===== config.mk =====
export PLATFORM = sky130hd
export DESIGN_NAME = bsg_global_buffer_rw_arbiter
export DESIGN_NICKNAME = d
export VERILOG_FILES = /design/src/rtl/bsg_global_buffer_pkg.sv /design/src/rtl/bsg_global_buffer_id_fifo.sv /design/src/rtl/bsg_global_buffer_rw_arbiter.sv
export SDC_FILE = /design/constraint.sdc
export NUM_CORES = 1
export LEC_CHECK = 0
export CORE_AREA = 2 2 167 169
export DETAILED_ROUTE_END_ITERATION = 7
export DIE_AREA = 0 0 169 171
export PLACE_DENSITY = 0.55
export SYNTH_ARGS = -nofsm -noshare
export SYNTH_HDL_FRONTEND = slang
export SYNTH_SLANG_ARGS = --single-unit

===== constraint.sdc =====
create_clock -name clk_i -period 7.31 [get_ports clk_i]
set_input_delay 0.731 -clock clk_i [delete_from_list [all_inputs] [get_ports clk_i]]
set_output_delay 0.731 -clock clk_i [all_outputs]
set_load 0.02 [all_outputs]

===== src/rtl/bsg_global_buffer_pkg.sv =====
// Shared types and width helpers for the global-buffer read/write arbiter.

// Request bundle carried from a requester to the shared channel.
`define BSG_GB_REQ_STRUCT(addr_w, data_w) \
    struct packed {                       \
        logic [addr_w-1:0] addr;          \
        logic [data_w-1:0] data;          \
        logic              w;             \
    }

package bsg_global_buffer_pkg;

    // clog2 that never collapses to a zero-width vector
    function automatic int safe_clog2(input int n);
        return (n <= 1) ? 1 : $clog2(n);
    endfunction

    // Width of a requester ID, clog2(num_req)
    function automatic int id_width(input int num_req);
        return safe_clog2(num_req);
    endfunction

    // Width of an outstanding-request count, clog2(max_outstanding + 1)
    function automatic int count_width(input int max_outstanding);
        return safe_clog2(max_outstanding + 1);
    endfunction

    localparam int default_num_req_lp         = 4;
    localparam int default_max_outstanding_lp = 4;
    localparam int default_id_width_lp        = id_width(default_num_req_lp);
    localparam int default_count_width_lp     = count_width(default_max_outstanding_lp);

endpackage


===== src/rtl/bsg_global_buffer_id_fifo.sv =====
// Circular buffer of requester IDs recording the issue order of in-flight
// requests. Occupancy is tracked by an explicit count, not pointer compare.

module bsg_global_buffer_id_fifo
    import bsg_global_buffer_pkg::*;
#(
    parameter int els_p         = 4,
    parameter int width_p       = 2,
    parameter int count_width_p = 3
) (
    input  logic                     clk_i,
    input  logic                     reset_i,
    input  logic                     push_i,
    input  logic [width_p-1:0]       data_i,
    input  logic                     pop_i,
    output logic [width_p-1:0]       head_o,
    output logic [count_width_p-1:0] count_o
);

    localparam int ptr_w_lp = safe_clog2(els_p);

    logic [width_p-1:0]       mem_q [els_p];
    logic [ptr_w_lp-1:0]      wr_ptr_q, wr_ptr_d;
    logic [ptr_w_lp-1:0]      rd_ptr_q, rd_ptr_d;
    logic [count_width_p-1:0] count_q, count_d;

    function automatic logic [ptr_w_lp-1:0] next_ptr(input logic [ptr_w_lp-1:0] p);
        return (p == ptr_w_lp'(els_p - 1)) ? '0 : p + ptr_w_lp'(1);
    endfunction

    // Advance pointers and occupancy on push/pop
    always_comb begin
        wr_ptr_d = push_i ? next_ptr(wr_ptr_q) : wr_ptr_q;
        rd_ptr_d = pop_i  ? next_ptr(rd_ptr_q) : rd_ptr_q;
        count_d  = count_q + count_width_p'(push_i) - count_width_p'(pop_i);
    end

    // Control state, cleared asynchronously
    always_ff @(posedge clk_i or posedge reset_i) begin
        if (reset_i) begin
            wr_ptr_q <= '0;
            rd_ptr_q <= '0;
            count_q  <= '0;
        end else begin
            wr_ptr_q <= wr_ptr_d;
            rd_ptr_q <= rd_ptr_d;
            count_q  <= count_d;
        end
    end

    // ID storage; contents are only meaningful while counted as occupied
    always_ff @(posedge clk_i) begin
        if (push_i) begin
            mem_q[wr_ptr_q] <= data_i;
        end
    end

    assign head_o  = mem_q[rd_ptr_q];
    assign count_o = count_q;

endmodule


===== src/rtl/bsg_global_buffer_rw_arbiter.sv =====
// Round-robin, credit-limited sharing of one global-buffer rw channel among
// several requesters, with in-order response routing and per-requester fences.

module bsg_global_buffer_rw_arbiter
    import bsg_global_buffer_pkg::*;
#(
    parameter int num_req_p         = 4,
    parameter int rw_addr_width_p   = 16,
    parameter int data_width_p      = 32,
    parameter int max_outstanding_p = 4
) (
    input  logic                                      clk_i,
    input  logic                                      reset_i,
    input  logic [num_req_p-1:0][rw_addr_width_p-1:0] req_addr_i,
    input  logic [num_req_p-1:0][data_width_p-1:0]    req_data_i,
    input  logic [num_req_p-1:0]                      req_w_i,
    input  logic [num_req_p-1:0]                      req_v_i,
    output logic [num_req_p-1:0]                      req_ready_o,
    output logic [num_req_p-1:0][data_width_p-1:0]    resp_data_o,
    output logic [num_req_p-1:0]                      resp_v_o,
    input  logic [num_req_p-1:0]                      resp_yumi_i,
    output logic [num_req_p-1:0]                      fence_o,
    output logic [rw_addr_width_p-1:0]                gb_addr_o,
    output logic [data_width_p-1:0]                   gb_data_o,
    output logic                                      gb_w_o,
    output logic                                      gb_v_o,
    input  logic                                      gb_ready_i,
    input  logic [data_width_p-1:0]                   gb_data_i,
    input  logic                                      gb_v_i,
    output logic                                      gb_yumi_o
);

    localparam int id_w_lp  = id_width(num_req_p);
    localparam int cnt_w_lp = count_width(max_outstanding_p);

    typedef `BSG_GB_REQ_STRUCT(rw_addr_width_p, data_width_p) req_s;

    logic [id_w_lp-1:0]  rr_q, rr_d;
    logic [cnt_w_lp-1:0] cnt_q [num_req_p];
    logic [cnt_w_lp-1:0] cnt_d [num_req_p];
    logic [cnt_w_lp-1:0] total_count;
    logic [id_w_lp-1:0]  grant_id;
    logic [id_w_lp-1:0]  head_id;
    logic                grant_found;
    logic                credit_ok;
    logic                accept;
    logic                resp_fire;
    logic                cnt_ovf;
    req_s                reqs [num_req_p];
    req_s                grant_req;

    // Pack each requester's inputs into a request bundle
    always_comb begin
        for (int i = 0; i < num_req_p; i++) begin
            reqs[i].addr = req_addr_i[i];
            reqs[i].data = req_data_i[i];
            reqs[i].w    = req_w_i[i];
        end
    end

    // Round-robin search: first valid requester at or after the pointer
    always_comb begin
        int idx;
        idx         = 0;
        grant_found = 1'b0;
        grant_id    = '0;
        for (int i = 0; i < num_req_p; i++) begin
            idx = int'(rr_q) + i;
            if (idx >= num_req_p) idx = idx - num_req_p;
            if (!grant_found && req_v_i[idx]) begin
                grant_found = 1'b1;
                grant_id    = id_w_lp'(idx);
            end
        end
    end

    // A pop in the same cycle does not free a credit
    assign credit_ok = (total_count < cnt_w_lp'(max_outstanding_p));
    assign gb_v_o    = grant_found & credit_ok & ~reset_i;
    assign accept    = gb_v_o & gb_ready_i;
    assign grant_req = reqs[grant_id];
    assign gb_addr_o = grant_req.addr;
    assign gb_data_o = grant_req.data;
    assign gb_w_o    = grant_req.w;

    // One-hot accept strobe to the granted requester
    always_comb begin
        req_ready_o = '0;
        if (accept) req_ready_o[grant_id] = 1'b1;
    end

    // Responses return in issue order to the requester at the FIFO head
    assign resp_fire = gb_v_i & (total_count != '0);
    assign gb_yumi_o = resp_fire & resp_yumi_i[head_id];

    always_comb begin
        resp_v_o = '0;
        if (resp_fire) resp_v_o[head_id] = 1'b1;
        for (int i = 0; i < num_req_p; i++) resp_data_o[i] = gb_data_i;
    end

    // Next pointer and per-requester outstanding counts
    always_comb begin
        rr_d    = rr_q;
        cnt_ovf = 1'b0;
        if (accept) begin
            rr_d = (grant_id == id_w_lp'(num_req_p - 1)) ? '0 : grant_id + id_w_lp'(1);
        end
        for (int i = 0; i < num_req_p; i++) begin
            logic inc, dec;
            inc = accept    && (grant_id == id_w_lp'(i));
            dec = gb_yumi_o && (head_id  == id_w_lp'(i));
            cnt_d[i] = cnt_q[i] + cnt_w_lp'(inc) - cnt_w_lp'(dec);
            if (inc && !dec && (cnt_q[i] == cnt_w_lp'(max_outstanding_p))) cnt_ovf = 1'b1;
        end
    end

    // Arbitration and tracking state, discarded asynchronously on reset
    always_ff @(posedge clk_i or posedge reset_i) begin
        if (reset_i) begin
            rr_q <= '0;
            for (int i = 0; i < num_req_p; i++) cnt_q[i] <= '0;
        end else begin
            rr_q <= rr_d;
            for (int i = 0; i < num_req_p; i++) cnt_q[i] <= cnt_d[i];
        end
    end

    // Fence derives only from registered counts
    always_comb begin
        for (int i = 0; i < num_req_p; i++) fence_o[i] = (cnt_q[i] == '0);
    end

    bsg_global_buffer_id_fifo #(
        .els_p         (max_outstanding_p),
        .width_p       (id_w_lp),
        .count_width_p (cnt_w_lp)
    ) id_fifo (
        .clk_i   (clk_i),
        .reset_i (reset_i),
        .push_i  (accept),
        .data_i  (grant_id),
        .pop_i   (gb_yumi_o),
        .head_o  (head_id),
        .count_o (total_count)
    );

    // Responses must never arrive with nothing outstanding
    a_resp_without_req: assert property (@(posedge clk_i) disable iff (reset_i)
        !(gb_v_i && (total_count == '0)));

    // Consumers may only take a response presented to them
    a_yumi_without_v: assert property (@(posedge clk_i) disable iff (reset_i)
        ((resp_yumi_i & ~resp_v_o) == '0));

    // Per-requester count must not wrap
    a_count_overflow: assert property (@(posedge clk_i) disable iff (reset_i)
        !cnt_ovf);

endmodule


# Word-level counts from Yosys, hierarchy flattened
# Memory sizes are Yosys's and may differ from the RTL's.
# Index checks and enable logic that the tools add are counted.
# word_totals
register_bits,21
latch_bits,0
mem_bits_rw,8
rom_bits,0
inputBits,240
out_inout_bits,191
word_cells,121
memories,1
# memory_table
name,words,word_bits,rd,rd_clocked_by_memory_dff,write_ports,line,source
id_fifo.mem_q,4,2,1,0,1,bsg_global_buffer_id_fifo.sv:22,logic [width_p-1:0] mem_q [els_p];
# classes
addsub,20
multipliers,0
n_div,0
order_cmp,14
n_eq_ne,8
shifts,0
muxes,40
n_bitwise,7
n_reduce_logical,23
# ops
cell,n
$lt A32 B4 Y1 const B,4
$mux W32,4
$bmux W49 S2,1
$mux W49,2
$mux W1,17
$add A3 B1 Y3,5
$sub A3 B1 Y3,5
$mux W2,7
$logic_and A1 B1 Y1,13
$eq A2 B2 Y1 const B,6
$ge A3 B3 Y1 const B,4
$logic_not A3 Y1,4
$sub A3 B3 Y4 const B,3
$bmux W1 S2,5
$mux W4,2
$add A2 B1 Y2 const B,3
$add A2 B2 Y3 const B,2
$lt A2 B3 Y1 const B,2
$and A1 B1 Y1,5
$demux W1 S2,2
$eq A2 B1 Y1 const B,2
$ge A2 B1 Y1 const B,2
$logic_not A2 Y1,2
$sub A2 B3 Y4 const B,1
7 further kinds,9

# Longest topological paths before layout
# Gate-level depths: netlist (run 1).
# logic_depth
ltp_word,21
ltp_mapped,15
mapped_depth_nobuf,14

# Hierarchy
# A second synthesis (run 1) with hierarchy kept.
# hier_totals
hier_cells,433
area_unflattened_um2,4380.5
# modules_own_cells
mod,instances,cells_each,area_each_um2,seq_area_each_um2
bsg_global_buffer_rw_arbiter,1,388,3686.0,350.3
bsg_global_buffer_id_fifo,1,45,694.4,415.4

# Worst setup path after synthesis (run 1)
# No wires, ideal clock.
# synth_timing
path_type,input to register
start,in req_v_i[2]
end,reg cnt_q[5] (netlist name)
setup_ns,0.123
arrival_time_ns,3.189
required_ns,7.187
setup_slack_ns,3.998
path_stages,15
n_path_buf,1
cell_sequence,inv_1 -> o221a_2 -> o32ai_1 -> nor2_2 -> buf_2 -> inv_1 -> ha_1 -> and3_1 -> inv_1 -> ha_1 -> inv_1 -> ha_1 -> fa_1 -> xnor2_1 -> xnor2_1
# synth_rtl
item,line,source
from (decl),bsg_global_buffer_rw_arbiter.sv:17,"input logic [num_req_p-1:0] req_v_i,"
to (decl),bsg_global_buffer_rw_arbiter.sv:39,logic [cnt_w_lp-1:0] cnt_q [num_req_p];

# Final worst setup path (run 1)
# layout_timing
start,in req_v_i[1]
end,out gb_addr_o[0]
# layout_via
elab_chain_len,17
word_cells_on_any_way,29
cone_classes,mux (22); bitwise (1); reduce/logical (6)
# layout_rtl
item,line,source
$bmux W1 S2,bsg_global_buffer_rw_arbiter.sv:70,if (!grant_found && req_v_i[idx]) begin
$mux W1 (not written as such) (2 in a row),bsg_global_buffer_rw_arbiter.sv:70,
$mux W1,bsg_global_buffer_rw_arbiter.sv:70,
$logic_not A1 Y1,bsg_global_buffer_rw_arbiter.sv:70,
$logic_and A1 B1 Y1,bsg_global_buffer_rw_arbiter.sv:70,
$mux W1,bsg_global_buffer_rw_arbiter.sv:70,
$logic_not A1 Y1,bsg_global_buffer_rw_arbiter.sv:70,
$logic_and A1 B1 Y1,bsg_global_buffer_rw_arbiter.sv:70,
$mux W1,bsg_global_buffer_rw_arbiter.sv:70,
$logic_not A1 Y1,bsg_global_buffer_rw_arbiter.sv:70,
$logic_and A1 B1 Y1,bsg_global_buffer_rw_arbiter.sv:70,
$mux W2 *,bsg_global_buffer_rw_arbiter.sv:70,
$not A2 Y3 (not written as such) *,bsg_global_buffer_rw_arbiter.sv:81,assign grant_req = reqs[grant_id];
$bmux W49 S2 *,bsg_global_buffer_rw_arbiter.sv:81,
$mux W49 (not written as such) * (2 in a row),bsg_global_buffer_rw_arbiter.sv:81,
to (decl),bsg_global_buffer_rw_arbiter.sv:23,"output logic [rw_addr_width_p-1:0] gb_addr_o,"
# Every way passes the cells marked *; elsewhere a longest branch is shown, timed or not. The select of a mux whose other input is x is not followed.

==> out/results.tsv, run 1 <==
metric	value	unit
seq_area_frac_synth	0.182	
ctsHoldBuffers	0	
clock-sinks	29	
area_growth	54.8	%
drv_cap	0	
tightest_slew	0.940	ns
io_pins	431	
yosysUniqueCellTypes	32	
min_path_cells	1	
hold_path.class	flip-flop to flip-flop	
hold_violations	0	
vdd.ir_drop.worst	0.000133	V
n_fill_cell	2946	
power	1960	uW
n_antenna_cell	0	
grt_max_degree	80	
wl_per_cell	16.1	um
setup_viol	0	
hold_ws	0.502	ns
synth_top_area_share	0.360	
netlist_area	4200	um2
final_common_cell	clkdlybuf4s50_1	
place_area	6360	um2
grt_pass1_wl	21300	um
critPathLaunchType	input port	
portBuffers	270	
track_usage	0.0971	
synthCells	436	
synth_seq_cells	29	
fin_tns_setup	0	ns
syn_nets	700	
antenna_found_initial	1	
power_leakage	0.00289	uW
first_global_vias	3522	
status	complete, no violations	
cts_setup_buffers	0	
final_cells	919	
yosysTopAreaCell	mux2i_1	
dp_hpwl	12500	um
yosys-top-cells-area	mux2i_1 36%, buf_4 23%, dfrtp_1 13%	
power-per-cell-area	301	nW/um2
post_cts_resized	0	
maxSlewViolCount	0	
globalRouteOverflowTotal	0	
first_pass_iters	4	
synthFlopType	dfrtp_1	
synth_edf_count	8	
finalWirelength	14800	um
ys.warnings.count	0	
drive_above_1_share	0.0349	
clk_path_buf_depth	2	
fin_area	6500	um2
required	6.58	ns
fp.coreArea	27300	um2
synthArstFlopShare	0.724	
clockRootBuffer	clkbuf_16	
drt_iter0_drc	61	
layout_common_cells	270 x clkdlybuf4s50_1, 151 x mux2i_1, 29 x inv_1	
skew	0.00276	ns
critPathArrivalTime	3.85	ns
viasPerCell	3.69	
ant_nets	0	
cts_tree	done	
post-route-drc-count	0	
clock.fmax	0.218	GHz
period_share	0.626	
place.gp.congestion	0.677	
dieHeight	171	um
rsz0062_at_grt	no	
finalCriticalPeriod	4.58	ns
path_clk_slew	0.05	ns
finalNetCount	836	
htree_levels	2	
start_util	0.154	
clkLatencyLatePin	0.27	ns
relSlewSlack	0.372	
r2r_cells	14	
dp_cells	911	
critPathKind	input port to primary output	
row_count	61	
dieArea	28900	um2
syn_area_per_cell	9.64	um2
setup.worst_path.end_class	primary output	
crit_fanout	35	
die_w	169	um
cts_made_buffers	5	
num_vias	3391	
through the flow:
stage	setup slack, ns	utilization
6_report	2.73	0.238
5_1_grt	2.40	0.238
4_1_cts	2.62	0.238
3_5_place_dp	2.62	0.233
3_3_place_gp	2.67	0.233
2_1_floorplan	4.00	-
synthesized netlist by cell type (all sizes together), types with 2 or more instances:
| cell | number |
|---|---|
| edfxtp | 8 |
| and2 | 5 |
| and3 | 5 |
| buf | 145 |
| o21ai | 3 |
| ha | 19 |
| mux2i | 151 |
| inv | 30 |
| nor3 | 5 |
| o311ai | 2 |
| o22ai | 2 |
| dfrtp | 21 |
| mux2 | 4 |
| fa | 5 |
| nor2b | 2 |
| xnor2 | 9 |
| nor2 | 5 |
| a21oi | 2 |
| nand2 | 6 |
flip-flops by register name (all words and copies together), names as in the netlist:
signal	flops
cnt_q	12
id_fifo.count_o	3
id_fifo.mem_q	8
id_fifo.rd_ptr_q	2
id_fifo.wr_ptr_q	2
rr_q	2
path summary, 6_finish.rpt:
check                                endpoint  slack, ns       start
max                              gb_addr_o[0]       2.73  req_v_i[1]
min                                  cnt_q[9]       0.50    cnt_q[9]
max reg2reg                          cnt_q[5]       3.81     rr_q[0]
min reg2reg                          cnt_q[9]       0.50    cnt_q[9]
max in group asynchronous            cnt_q[7]       5.70     reset_i
min in group asynchronous  id_fifo.count_o[0]       1.06     reset_i
where the power goes:
| part | switching, uW | internal [uW] | leakage [uW] |
|---|---|---|---|
| clock network | 68.4 | 123 | 0.0000687 |
| registers | 64.7 | 242 | 0.000320 |
| logic | 717 | 741 | 0.00250 |
logic make-up (layout without fill, tap and decap cells):
family          count (synthesis)  count (layout)  share of synthesized area
simple gates                   29              29                     0.0357
buf+inv                       175             312                      0.276
fa+ha+maj                      24              24                     0.0804
mux                           156             156                      0.376
compound gates                 13              13                     0.0292
flops                          29              29                      0.182
xor+xnor                       10              10                     0.0208
worst max-delay path, stage by stage:
cell and delay [ns]:
clkdlybuf4s50_1 0.55, inv_1 0.06, a221oi_1 0.28, o32ai_1 0.19, nor2_4 0.73, buf_12 0.35
mux2i_1 0.29, clkdlybuf4s50_1 0.64
layout make-up:
cell class | instances | area (um2) | area share
Timing Repair Buffer | 274 | 2760 | 0.424
Clock buffer | 5 | 125 | 0.0192
Tap cell | 346 | 433 | 0.0666
Sequential cell | 29 | 766 | 0.118
Multi-Input combinational cell | 232 | 2300 | 0.353
Clock inverter | 3 | 12.5 | 0.00192
Inverter | 30 | 113 | 0.0173
layer usage:
metal,GRT usage,part of all wire,up-vias
met5,0,0.0011,-
met4,0.00892,0.0036,2
met3,0.0578,0.13,8
met2,0.153,0.45,268
met1,0.118,0.41,1478
li1,-,-,1635
Power figures use the tool's default switching activity.
==> inputs of run 2 (changes only) <==
--- a/config.mk
+++ b/config.mk
@@ -5,10 +5,10 @@
 export SDC_FILE = /design/constraint.sdc
 export NUM_CORES = 1
 export LEC_CHECK = 0
-export CORE_AREA = 2 2 167 169
+export CORE_AREA = 2 2 166 168
 export DETAILED_ROUTE_END_ITERATION = 7
-export DIE_AREA = 0 0 169 171
-export PLACE_DENSITY = 0.55
+export DIE_AREA = 0 0 168 170
+export PLACE_DENSITY = 0.57
 export SYNTH_ARGS = -nofsm -noshare
 export SYNTH_HDL_FRONTEND = slang
 export SYNTH_SLANG_ARGS = --single-unit
==> constraint.sdc (replaced) <==
create_clock -name clk_i -period 4.06 [get_ports clk_i]
set_input_delay 0.406 -clock clk_i [delete_from_list [all_inputs] [get_ports clk_i]]
set_output_delay 0.406 -clock clk_i [all_outputs]
set_load 0.02 [all_outputs]
==> out/results.tsv, run 2 (synthesis results as in run 1) <==
metric	value	unit	change
status	complete, no violations		
hp-start	cnt_q[9]		
globalRouteOverflowTotal	0		unchanged
vdd.ir_drop.worst	0.000256	V	+91%
relSlewSlack	0.440		+0.0679
finalCriticalPeriod	3.38	ns	
clockRootBuffer	clkbuf_16		
track_usage	0.0945		-0.00268
row_count	60		-1.6%
final_cells	919		unchanged
final_common_cell	clkdlybuf4s50_1		
dp_hpwl	11800	um	-5.6%
min_to	cnt_q[9]		
layout_common_cells	270 x clkdlybuf4s50_1, 151 x mux2i_1, 29 x inv_1		
cpMostUsedCell	clkdlybuf4s50_1		
antenna_found_initial	0		-1
skew	0.00555	ns	+0.00278 ns
hold_violations	0		unchanged
first_pass_iters	4		unchanged
area_growth	56.6	%	
cp_cell_sequence	clkdlybuf4s50_1 -> inv_1 -> a221oi_1 -> o32ai_1 -> nor2_4 -> buf_12 -> mux2i_1 -> clkdlybuf4s50_1		
min_path_cells	1		unchanged
drive_above_1_share	0.0433		+0.00835
io_pins	431		unchanged
n_fill_cell	2848		-3.3%
path_clk_slew	0.05	ns	about the same
largest_reg_flops	12		unchanged
cts_made_buffers	5		unchanged
n_antenna_cell	0		unchanged
maxSlewViolCount	0		unchanged
reg2reg_slack	1.21	ns	-2.60 ns
r2r-start	rr_q[0]		
rr_endpoint	cnt_q[5]		
dp_cells	911		unchanged
clkLatencyLatePin	0.27	ns	about the same
rsz0062_at_grt	no		
cpPeakStageDelay	0.68	ns	-0.05 ns
post_cts_resized	0		unchanged
hold_path.class	flip-flop to flip-flop		
setup_ws	0.682	ns	-2.05 ns
fin_tns_setup	0	ns	unchanged
critPathArrivalTime	2.97	ns	-0.88 ns
die_w	168	um	-0.59%
cts_setup_buffers	0		unchanged
setup_viol	0		unchanged
power	3590	uW	+84%
place_ws	0.635	ns	-1.98 ns
fp.coreArea	26700	um2	-2.5%
tightest_slew	0.839	ns	-0.101 ns
dieArea	28600	um2	-1.2%
setup.worst_path.end_class	primary output		
ctsHoldBuffers	0		unchanged
place.gp.congestion	0.737		+8.9%
viasPerCell	3.68		-0.21%
crit_fanout	27		-23%
htree_levels	2		unchanged
ant_nets	0		unchanged
dieHeight	170	um	-0.58%
post-route-drc-count	0		unchanged
place_area	6430	um2	+1.1%
start_util	0.158		+0.00388
required	3.65	ns	-2.93 ns
wl_per_cell	15.3	um	-5.3%
timing.critical_path.buf_inv	4		unchanged
grt_max_degree	35		-56%
first_global_vias	3615		+2.6%
power-per-cell-area	546	nW/um2	+82%
num_vias	3384		-0.21%
cpMaxStageDelayCell	clkdlybuf4s50_1		
drv_cap	0		unchanged
grt_pass1_wl	20900	um	-1.9%
fin_area	6580	um2	+1.2%
drt_iter0_drc	60		-1.6%
path_delay_family	buffers and inverters		
clock-sinks	29		unchanged
critPathLaunchType	input port		
regMostFlops	cnt_q		
finalWirelength	14100	um	-5.3%
clock.fmax	0.296	GHz	
cts_tree	done		
power_leakage	0.00293	uW	+1.4%
portBuffers	270		unchanged
finalNetCount	841		+0.60%
critPathKind	input port to primary output		
clk_path_buf_depth	2		unchanged
period_share	0.832		
r2r_cells	13		-1
==> run 2: cell type report <==
type | count | area [um2] | area share
Timing Repair Buffer | 279 | 2830 | 0.431
Multi-Input combinational cell | 232 | 2300 | 0.349
Sequential cell | 29 | 766 | 0.116
Tap cell | 341 | 427 | 0.0648
Clock buffer | 8 | 146 | 0.0222
Inverter | 30 | 113 | 0.0171
==> run 2: worst max-delay path by stage <==
stage / end / cells past startpoint / slack (ns) / start
2_1_floorplan: cnt_q[5] / 15 / 1.07 / req_v_i[2]
3_3_place_gp: gb_data_o[18] / 8 / 0.64 / req_v_i[1]
3_5_place_dp: gb_data_o[18] / 8 / 0.63 / req_v_i[1]
4_1_cts: gb_data_o[18] / 8 / 0.62 / req_v_i[1]
5_1_grt: gb_data_o[18] / 8 / 0.49 / req_v_i[1]
6_report: gb_data_o[18] / 8 / 0.68 / req_v_i[1]
==> run 2: report_power, final <==
part	internal [uW]	switching, uW	total, uW	leakage [uW]
clock	244	121	365	0.0000712
sequential	436	117	553	0.000320
combinational	1380	1300	2680	0.00254
==> run 2: through the flow <==
stage | util | hold WS, ns
floorplan | - | 0.383
CTS | 0.247 | 0.507
global placement | 0.241 | 0.497
finish | 0.247 | 0.503
global route | 0.247 | 0.528
detailed placement | 0.241 | 0.496
==> run 2: metal layers <==
metal / GRT usage / vias to the layer above / wire length (um)
met2: 0.156 / 247 / 6600
met3: 0.0577 / 6 / 1840
met1: 0.106 / 1493 / 5540
met5: 0 / - / 0
li1: - / 1638 / -
met4: 0.0136 / 0 / 73
